`src/rtl/instr_realigner.sv`:
```
// Instruction realigner: turns 32-bit aligned fetch words into one instruction per
// decode handshake, splitting compressed halfwords and stitching straddling 32-bit ones.
module instr_realigner #(
    parameter int unsigned VLEN = 64
) (
    input  logic            clk_i,
    input  logic            rst_ni,
    input  logic            flush_i,
    input  logic            fetch_valid_i,
    output logic            fetch_ready_o,
    input  logic [VLEN-1:0] fetch_addr_i,
    input  logic [31:0]     fetch_data_i,
    input  logic            fetch_ex_i,
    output logic            instr_valid_o,
    input  logic            instr_ready_i,
    output logic [31:0]     instr_o,
    output logic [VLEN-1:0] instr_addr_o,
    output logic            instr_is_compressed_o,
    output logic            instr_ex_o
);

    typedef enum logic [1:0] {
        ST_IDLE = 2'd0,
        ST_PART = 2'd1,
        ST_COMP = 2'd2
    } state_e;

    localparam logic [VLEN-1:0] HALF_STEP = {{(VLEN-2){1'b0}}, 2'b10};

    function automatic logic is_compressed(input logic [15:0] hw);
        return (hw[1:0] != 2'b11);
    endfunction

    state_e          state_q, state_d;
    logic [15:0]     hw_q, hw_d;
    logic [VLEN-1:0] ha_q, ha_d;

    logic [15:0]     lo_hw_s;
    logic [15:0]     up_hw_s;
    logic [VLEN-1:0] up_addr_s;
    logic [VLEN-1:0] next_addr_s;

    assign lo_hw_s     = fetch_data_i[15:0];
    assign up_hw_s     = fetch_data_i[31:16];
    assign up_addr_s   = fetch_addr_i | HALF_STEP;
    assign next_addr_s = fetch_addr_i + HALF_STEP;

    // Next-state and zero-latency output decode from the held halfword and current fetch word.
    always_comb begin
        state_d               = state_q;
        hw_d                  = hw_q;
        ha_d                  = ha_q;
        fetch_ready_o         = 1'b0;
        instr_valid_o         = 1'b0;
        instr_o               = 32'd0;
        instr_addr_o          = {VLEN{1'b0}};
        instr_is_compressed_o = 1'b0;
        instr_ex_o            = 1'b0;

        if (flush_i) begin
            state_d = ST_IDLE;
        end else begin
            case (state_q)
                ST_COMP: begin
                    // The held compressed instruction always drains before any new word.
                    instr_valid_o         = 1'b1;
                    instr_o               = {16'd0, hw_q};
                    instr_addr_o          = ha_q;
                    instr_is_compressed_o = 1'b1;
                    if (instr_ready_i) begin
                        state_d = ST_IDLE;
                    end else begin
                        state_d = ST_COMP;
                    end
                end
                ST_PART: begin
                    if (fetch_valid_i) begin
                        instr_valid_o = 1'b1;
                        instr_addr_o  = ha_q;
                        if (fetch_ex_i) begin
                            instr_o    = fetch_data_i;
                            instr_ex_o = 1'b1;
                            if (instr_ready_i) begin
                                fetch_ready_o = 1'b1;
                                state_d       = ST_IDLE;
                            end else begin
                                state_d = ST_PART;
                            end
                        end else begin
                            instr_o = {lo_hw_s, hw_q};
                            if (instr_ready_i) begin
                                fetch_ready_o = 1'b1;
                                hw_d          = up_hw_s;
                                ha_d          = next_addr_s;
                                state_d       = is_compressed(up_hw_s) ? ST_COMP : ST_PART;
                            end else begin
                                state_d = ST_PART;
                            end
                        end
                    end else begin
                        state_d = ST_PART;
                    end
                end
                ST_IDLE: begin
                    if (fetch_valid_i) begin
                        if (fetch_ex_i) begin
                            instr_valid_o = 1'b1;
                            instr_o       = fetch_data_i;
                            instr_addr_o  = fetch_addr_i;
                            instr_ex_o    = 1'b1;
                            if (instr_ready_i) begin
                                fetch_ready_o = 1'b1;
                            end else begin
                                fetch_ready_o = 1'b0;
                            end
                        end else if (fetch_addr_i[1]) begin
                            if (is_compressed(up_hw_s)) begin
                                instr_valid_o         = 1'b1;
                                instr_o               = {16'd0, up_hw_s};
                                instr_addr_o          = up_addr_s;
                                instr_is_compressed_o = 1'b1;
                                if (instr_ready_i) begin
                                    fetch_ready_o = 1'b1;
                                end else begin
                                    fetch_ready_o = 1'b0;
                                end
                            end else if (instr_ready_i) begin
                                // Load-only: still frozen by a stalled decode so nothing moves.
                                fetch_ready_o = 1'b1;
                                hw_d          = up_hw_s;
                                ha_d          = up_addr_s;
                                state_d       = ST_PART;
                            end else begin
                                state_d = ST_IDLE;
                            end
                        end else if (!is_compressed(lo_hw_s)) begin
                            instr_valid_o = 1'b1;
                            instr_o       = fetch_data_i;
                            instr_addr_o  = fetch_addr_i;
                            if (instr_ready_i) begin
                                fetch_ready_o = 1'b1;
                            end else begin
                                fetch_ready_o = 1'b0;
                            end
                        end else begin
                            instr_valid_o         = 1'b1;
                            instr_o               = {16'd0, lo_hw_s};
                            instr_addr_o          = fetch_addr_i;
                            instr_is_compressed_o = 1'b1;
                            if (instr_ready_i) begin
                                fetch_ready_o = 1'b1;
                                hw_d          = up_hw_s;
                                ha_d          = next_addr_s;
                                state_d       = is_compressed(up_hw_s) ? ST_COMP : ST_PART;
                            end else begin
                                state_d = ST_IDLE;
                            end
                        end
                    end else begin
                        state_d = ST_IDLE;
                    end
                end
                default: begin
                    state_d = ST_IDLE;
                end
            endcase
        end
    end

    // State and halfword holding register.
    always_ff @(posedge clk_i or negedge rst_ni) begin
        if (!rst_ni) begin
            state_q <= ST_IDLE;
            hw_q    <= 16'd0;
            ha_q    <= {VLEN{1'b0}};
        end else begin
            state_q <= state_d;
            hw_q    <= hw_d;
            ha_q    <= ha_d;
        end
    end

endmodule

```
`config.mk`:
```
export PLATFORM = sky130hd
export DESIGN_NAME = instr_realigner
export DESIGN_NICKNAME = d
export VERILOG_FILES = /design/src/rtl/instr_realigner.sv
export SDC_FILE = /design/constraint.sdc
export NUM_CORES = 1
export LEC_CHECK = 0
export BUFFER_PORTS_ARGS = -buffer_cell sky130_fd_sc_hd__buf_4
export CORE_MARGIN = 3
export CORE_UTILIZATION = 27
export DETAILED_ROUTE_END_ITERATION = 6
export GPL_ROUTABILITY_DRIVEN = 0
export PLACE_DENSITY = 0.53
export SYNTH_ARGS = -nofsm -noshare
export SYNTH_HDL_FRONTEND = slang
export SYNTH_SLANG_ARGS = --single-unit
```
`constraint.sdc`:
```
create_clock -name clk_i -period 2.5 [get_ports clk_i]
set_clock_uncertainty 0.2 [all_clocks]
set_input_delay 0.25 -clock clk_i [delete_from_list [all_inputs] [get_ports clk_i]]
set_output_delay 0.25 -clock clk_i [all_outputs]
set_load 0.005 [all_outputs]
```
Word level (Yosys, flattened, before mapping)
Cells that the tools add are included.
{"block": "op_classes", "n_addsub": 1, "eq_ne": 14, "n_mux": 71, "bitwise": 1, "reduce_logical": 6}
{"operator": "$mux 64", "count": 15}
{"operator": "$mux 32", "count": 7}
{"operator": "$pmux 64 s3", "count": 1}
{"operator": "$mux 16", "count": 9}
{"operator": "$pmux 64 s2", "count": 1}
{"operator": "$pmux 32 s3", "count": 1}
{"operator": "$add 64x2->64 const B", "count": 1}
{"operator": "$pmux 16 s2", "count": 1}
{"operator": "$mux 2", "count": 12}
{"operator": "$mux 1", "count": 21}
{"operator": "$ne 2x2->1 const B", "count": 6}
{"operator": "$ne 5x5->1 const B", "count": 2}
{"operator": "$ne 3x3->1 const B", "count": 3}
{"operator": "$reduce_and 9->1", "count": 1}
{"operator": "$reduce_and 8->1", "count": 1}
{"operator": "$pmux 2 s3", "count": 1}
{"operator": "$ne 4x4->1 const B", "count": 1}
{"operator": "$pmux 1 s3", "count": 1}
{"operator": "$reduce_and 3->1", "count": 1}
{"operator": "$eq 2x1->1 const B", "count": 1}
{"operator": "$eq 2x2->1 const B", "count": 1}
{"operator": "$logic_not 2->1", "count": 1}
{"operator": "$pmux 1 s2", "count": 1}
{"operator": "$reduce_bool 2->1", "count": 1}
{"operator": "2 further kinds", "count": 2}
{"block": "word_totals", "ff_bits": 82, "output_inout_bits": 100}

Longest topological paths before layout
Gate-level depths: netlist of the first run.
{"block": "logic_depth", "word_depth": 9, "mapped_depth": 9}

Least setup slack after synthesis of the first run
Ideal clock, no wire load.
{"block": "synth_path", "path_kind": "reg2out", "from": "register state_q[1]", "to": "output port instr_addr_o[54]", "arrival_time_ns": 1.837, "required_ns": 2.050, "path_slack_ns": 0.213, "path_stages_with_launch": 7, "path_buffers": 1, "cell_sequence": "dfrtp_1 -> nand2b_1 -> or2_2 -> a31oi_2 -> clkbuf_1 -> a22oi_1 -> nor2_1"}
{"block": "synth_between", "elab_chain_len": 3, "word_cells_on_any_way": 5}
{"element": "from (decl)", "line_no": "34", "text": "state_e state_q, state_d;"}
{"element": "from (signal assigned)", "line_no": "177", "text": "state_q <= state_d;"}
{"element": "$eq 2x1->1 (tied with other cells)", "line_no": "63", "text": "case (state_q)"}
{"element": "$pmux 64 s3 *", "line_no": "63"}
{"element": "$mux 64 *", "line_no": "60", "text": "if (flush_i) begin"}
{"element": "to (decl)", "line_no": "17", "text": "output logic [VLEN-1:0] instr_addr_o,"}
Every way passes the cells marked *; elsewhere a longest branch is shown, timed or not.

Worst setup path in the final report of the first run
{"block": "layout_path", "from": "register state_q[1]", "to": "output port instr_addr_o[24]"}
Same word-level chain as after synthesis.

==> reports/metrics.cfg, run 1 <==
[floorplanning]
start_util=0.280
die_w_um=161
coreArea_um2=23100
die-area_um2=25800
ios=202
die_h_um=161
fp-row-count=55

[clocking]
clock_latency_ns=0.35
cts_sinks=82
cts-root-buf=clkbuf_16
cts_max_path_buffers=2
cts_buffers=9
tritoncts=done
cts.clk_slew.worst_paths_ns=0.07
htreeDepth=3

[final_layout]
area.growth.synth_to_final_pct=57.5
fin_util=0.441
layout.cells.non_filler=1439
register_area_um2=2050
drive_gt1_frac=0.353
final_common_cell=buf_4
fillers=2339
multiInputGateArea_um2=4560
antenna_cells=0
nets=1224
layout_common_cells=buf_4, nor2_1, nand2_1, dfrtp_1, a22oi_2

[synth]
synth_top_cell_by_area=dfrtp_1
ys_warn_count=0
syn_inst=858
syn_avg_cell_area_um2=7.52
synthArstFlopShare=1.00
syn_nets=961
yosysSeqAreaShare=0.318
synth_cell_types=71
syn-cell-area_um2=6450
synth_top_cell_area_share=0.318
ys_ff_latch=82
synth_area_leaders=dfrtp_1, a22oi_1, nor2_1, nand2_1, clkbuf_1
synth_edf_count=0
synth_ff_type=dfrtp_1

[route]
vias=7997
post_drt_wl_per_cell_um=20.2
via_per_inst=5.56
ant_nets=0
drtIter0Drc=831
dr.pass1.iters=7
detail_route.wirelength_um=29100
drc=8

[setup_path]
path_max_fanout=5
worst_ep_required_time_ns=2.05
crit_type=reg2out
crit_path_start_kind=flip-flop
worstSetupEndpointType=output port
r2r_cells=8
cp.arrival_ns=2.10

[timing]
setup_viol=51
fmax_ghz=0.392
period_needed_ns=2.55
final.setup.tns_ns=-1.16
tightest_slew_ns=0.608
rsz0062_at_grt=yes
hold_violations=0
slew_headroom=0.591
finalMaxSlewViolations=0
layout_setup_ws_ns=-0.0495
holdWs_ns=0.0142
min_period_over_period=1.02

[global_route]
grt_start_max_net_pins=83
grt_pass1_vias=7565
gr-usage-all-layers=0.201
grt-ovfl-total=0
antenna_found_initial=0
grt_pass1_wl_um=42100

[placement]
dp_slack_ns=0.0250
dp_cells=1354
io_buffer_count=201
hpwl_um=18600

[worst_hold_path]
min_path_type=in2reg
min_path_cells=3

[power]
power_density_nw_per_um2=486
max-vdd-ir-drop_uv=286
p_leak_nw=4.32

[run]
maxCapViolCount=0

[status]
outcome=complete, but fails checks
violations=DRC, setup timing

## metrics by stage
step	area [µm²]	power [W]
global route	10200	0.00520
detailed placement	8600	0.00319
finish	10200	0.00494
floorplan	6450	0.00255
CTS	9550	0.00478
global placement	8600	0.00318
## flip-flops by register name (all words and copies together) (netlist names)
register / cells
ha_q: 64
hw_q: 16
state_q: 2
## cell usage after synthesis, drive strengths merged (11+ instances only)
cell type  number
nor4           13
nor2          160
a222oi         14
a211oi         20
nand3          25
dfrtp          82
a22oi          84
a311oi         11
o21ai          28
nand2         118
a21oi          28
nand4          21
clkbuf         48
o22ai          18
and3           20
nor3           36
buf            22
## area by class of cell
class / count / area share
inverter: 5 / 0.00185
clock buffer: 15 / 0.0283
sequential: 82 / 0.202
clock inverter: 1 / 0.00295
multi-input combinational: 704 / 0.448
tap: 313 / 0.0385
timing repair buffer: 319 / 0.278
## routing by layer
| metal | vias up | GRT usage | part of all wire | wire, µm |
|---|---|---|---|---|
| li1 | 3730 | - | - | - |
| met5 | - | 0 | 0 | 0 |
| met1 | 3906 | 0.279 | 0.45 | 13000 |
| met3 | 38 | 0.0240 | 0.061 | 1780 |
| met2 | 323 | 0.329 | 0.47 | 13700 |
| met4 | 0 | 0.0580 | 0.019 | 562 |
## where the power goes
group / internal (W) / switching, W
clock: 0.000886 / 0.000577
combinational: 0.000766 / 0.000763
sequential: 0.00169 / 0.000265
total: 0.00334 / 0.00161
## cells by family (layout without fill, tap and decap cells)
logic type,Yosys count,count (layout),synth area share
and+or+nand+nor,443,444,0.338
AOI/OAI and AO/OA,233,235,0.258
DFF,82,82,0.318
buffers and inverters,75,340,0.0496
xor gates and xnor gates,13,13,0.0176
muxes,11,11,0.0173
adders and majority gates,1,1,0.00194
## path summary, 6_finish.rpt
path                                              from              endpoint  slack, ns
worst max-delay path            state_q[1]$_DFFE_PN0P_      instr_addr_o[24]      -0.05
worst min-delay path                  fetch_addr_i[56]  ha_q[56]$_DFFE_PN0P_       0.01
worst max register to register  state_q[1]$_DFFE_PN0P_  ha_q[62]$_DFFE_PN0P_       0.14
worst min register to register     ha_q[1]$_DFFE_PN0P_   ha_q[1]$_DFFE_PN0P_       0.27
max in group asynchronous                       rst_ni  ha_q[20]$_DFFE_PN0P_       1.43
min in group asynchronous                       rst_ni   hw_q[2]$_DFFE_PN0P_       0.28
## what timing repair did
item,4_1_cts,5_1_grt
hold buffers,33,0
setup endpoints to repair,97,121
setup buffers,11,15
pin swaps,9,54
hold endpoints to repair,114,0
gates resized for setup,25,83
cloned,5,10
## worst max-delay path, cell delays in order (launching register included)
cell      delay, ns
dfrtp_2        0.44
nand2b_4       0.15
or2_4          0.24
a31oi_4        0.18
buf_6          0.14
buf_8          0.13
buf_6          0.15
a22oi_1        0.10
nor2_1         0.11
buf_4          0.12
(Power assumes the default switching activity.)
==> inputs of run 2 (changes only) <==
--- a/config.mk
+++ b/config.mk
@@ -7,10 +7,10 @@
 export LEC_CHECK = 0
 export BUFFER_PORTS_ARGS = -buffer_cell sky130_fd_sc_hd__buf_4
 export CORE_MARGIN = 3
-export CORE_UTILIZATION = 27
+export CORE_UTILIZATION = 30
 export DETAILED_ROUTE_END_ITERATION = 6
 export GPL_ROUTABILITY_DRIVEN = 0
-export PLACE_DENSITY = 0.53
+export PLACE_DENSITY = 0.57
 export SYNTH_ARGS = -nofsm -noshare
 export SYNTH_HDL_FRONTEND = slang
 export SYNTH_SLANG_ARGS = --single-unit
==> run 2 against run 1 <==
Against the previous run: the run still ends with DRC, setup timing left; utilization rose by 4.1 points; sequential cell count did not move; die area fell by 9.6%; largest cell class unchanged; first-iteration DRC count rose by 2.2%; count of clock-buffer cells in the layout fell by 6; cell count fell by 2.9%; wire length rose by 0.79%; cell area barely moved; hold slack got worse by 0.0018 ns; via count rose by 1.5%.
==> reports/metrics.cfg, run 2 (synthesized netlist as in run 1, its figures left out) <==
[status]
outcome=complete, but fails checks
violations=DRC, setup timing

[clocking]
clock_latency_ns=0.34
cts-root-buf=clkbuf_16
htreeDepth=3
tritoncts=done
cts_sinks=82
cts_max_path_buffers=2
cts_buffers=9
cts.clk_slew.worst_paths_ns=0.07

[final_layout]
regMostFlops=ha_q
layout.cells.non_filler=1397
area.growth.synth_to_final_pct=57.5
nets=1220
fin_util=0.482
final_common_cell=buf_4
drive_gt1_frac=0.358
largest_reg_flops=64
antenna_cells=0
fillers=2070
layout_common_cells=buf_4, nor2_1, nand2_1, dfrtp_1, a22oi_2
top_regs=ha_q (64), hw_q (16), state_q (2)

[global_route]
antenna_found_initial=0
grt_util_met2=0.359
grt_use_met3=0.0361
grt_pass1_wl_um=42500
gr-usage-all-layers=0.222
grt_use_met1=0.307
grt_pass1_vias=7562
grt-ovfl-total=0
gr-max-usage-layer=met2
grt_start_max_net_pins=50

[setup_path]
cp_slowest_stage_delay_ns=0.43
r2r_slack_ns=0.02
path_max_fanout=6
worst_ep_required_time_ns=2.05
cp.arrival_ns=2.12
crit_type=reg2out
worstSetupEndpointType=output port
slowest_stage=dfrtp_2
crit_path_start_kind=flip-flop
path_cells=nand2b_4, buf_6, buf_6, nor4_4, buf_4, a222oi_1, nor2_1, buf_4

[run]
maxCapViolCount=0

[route]
via_per_inst=5.81
dr.pass1.iters=7
post_drt_wl_per_cell_um=21.0
detail_route.wirelength_um=29400
vias=8113
drtIter0Drc=849
ant_nets=0
drc=13

[timing]
hold_violations=0
setup_viol=45
holdWs_ns=0.0124
finalMaxSlewViolations=0
slew_headroom=0.482
tightest_slew_ns=0.773
rsz0062_at_grt=yes
fmax_ghz=0.390
period_needed_ns=2.57
layout_setup_ws_ns=-0.0672
min_period_over_period=1.03

[floorplanning]
die_w_um=153
ios=202
coreArea_um2=21100
start_util=0.306
fp-row-count=53
die-area_um2=23300
die_h_um=153

[power]
p_leak_nw=4.33
p_total_w=0.00488
max-vdd-ir-drop_uv=347
power_density_nw_per_um2=480

[placement]
dp_cells=1307
hpwl_um=18300
io_buffer_count=201

[worst_hold_path]
min_path_type=in2reg

==> run 2: power by group <==
| part | switching (W) | leakage, nW | total, W | internal [W] |
|---|---|---|---|---|
| Sequential | 0.000285 | 0.976 | 0.00197 | 0.00169 |
| Clock | 0.000584 | 0.145 | 0.00136 | 0.000773 |
| Combinational | 0.000777 | 3.21 | 0.00155 | 0.000772 |
==> run 2: timing repair <==
action                                 in CTS  in global routing
gates resized for setup                    28                 84
setup endpoints to repair                  97                114
buffers inserted                           11                 12
endpoints found under the hold margin      71                  0
pin swaps                                   7                 68
hold buffers                               32                  0
gates cloned                                5                 16
==> run 2: area by class of cell <==
type | count | area, µm² | area share
clock buffers | 9 | 225 | 0.0221
clock inverters | 7 | 70.1 | 0.00689
inverters | 5 | 18.8 | 0.00185
multi-input cells | 703 | 4570 | 0.450
flip-flops and latches | 82 | 2050 | 0.202
well taps | 275 | 344 | 0.0338
repair buffers | 316 | 2880 | 0.283
==> run 2: stage by stage <==
step | setup WS, ns | TNS, ns | area, µm²
2_1_floorplan | 0.213 | 0 | 6450
3_3_place_gp | 0.0422 | 0 | 8450
3_5_place_dp | 0.0213 | 0 | 8450
4_1_cts | -0.0350 | -0.248 | 9390
5_1_grt | -0.131 | -5.60 | 10200
6_report | -0.0672 | -1.31 | 10200
==> run 2: final timing paths <==
kind                                           to                    from  cells past startpoint
max                                    instr_o[2]  state_q[1]$_DFFE_PN0P_                      8
min                          ha_q[46]$_DFFE_PN0P_        fetch_addr_i[46]                      3
max reg2reg                  ha_q[54]$_DFFE_PN0P_  state_q[1]$_DFFE_PN0P_                     10
min reg2reg                   ha_q[1]$_DFFE_PN0P_     ha_q[1]$_DFFE_PN0P_                      2
max in group asynchronous  state_q[1]$_DFFE_PN0P_                  rst_ni                      3
min in group asynchronous    ha_q[51]$_DFFE_PN0P_                  rst_ni                      2
==> run 2: routing by layer <==
layer | vias up | share of wire
li1 | 3717 | -
met4 | 0 | 0.034
met5 | - | 0
met2 | 397 | 0.46
met3 | 64 | 0.072
met1 | 3935 | 0.43
==> run 2: critical path, delay by kind of cell, from the launching register on <==
| kind | cells | cell delay, ns |
|---|---|---|
| AO/OA/AOI/OAI | 1 | 0.10 |
| buffers and inverters | 4 | 0.60 |
| AND/OR/NAND/NOR | 3 | 0.64 |
| flip-flops | 1 | 0.43 |
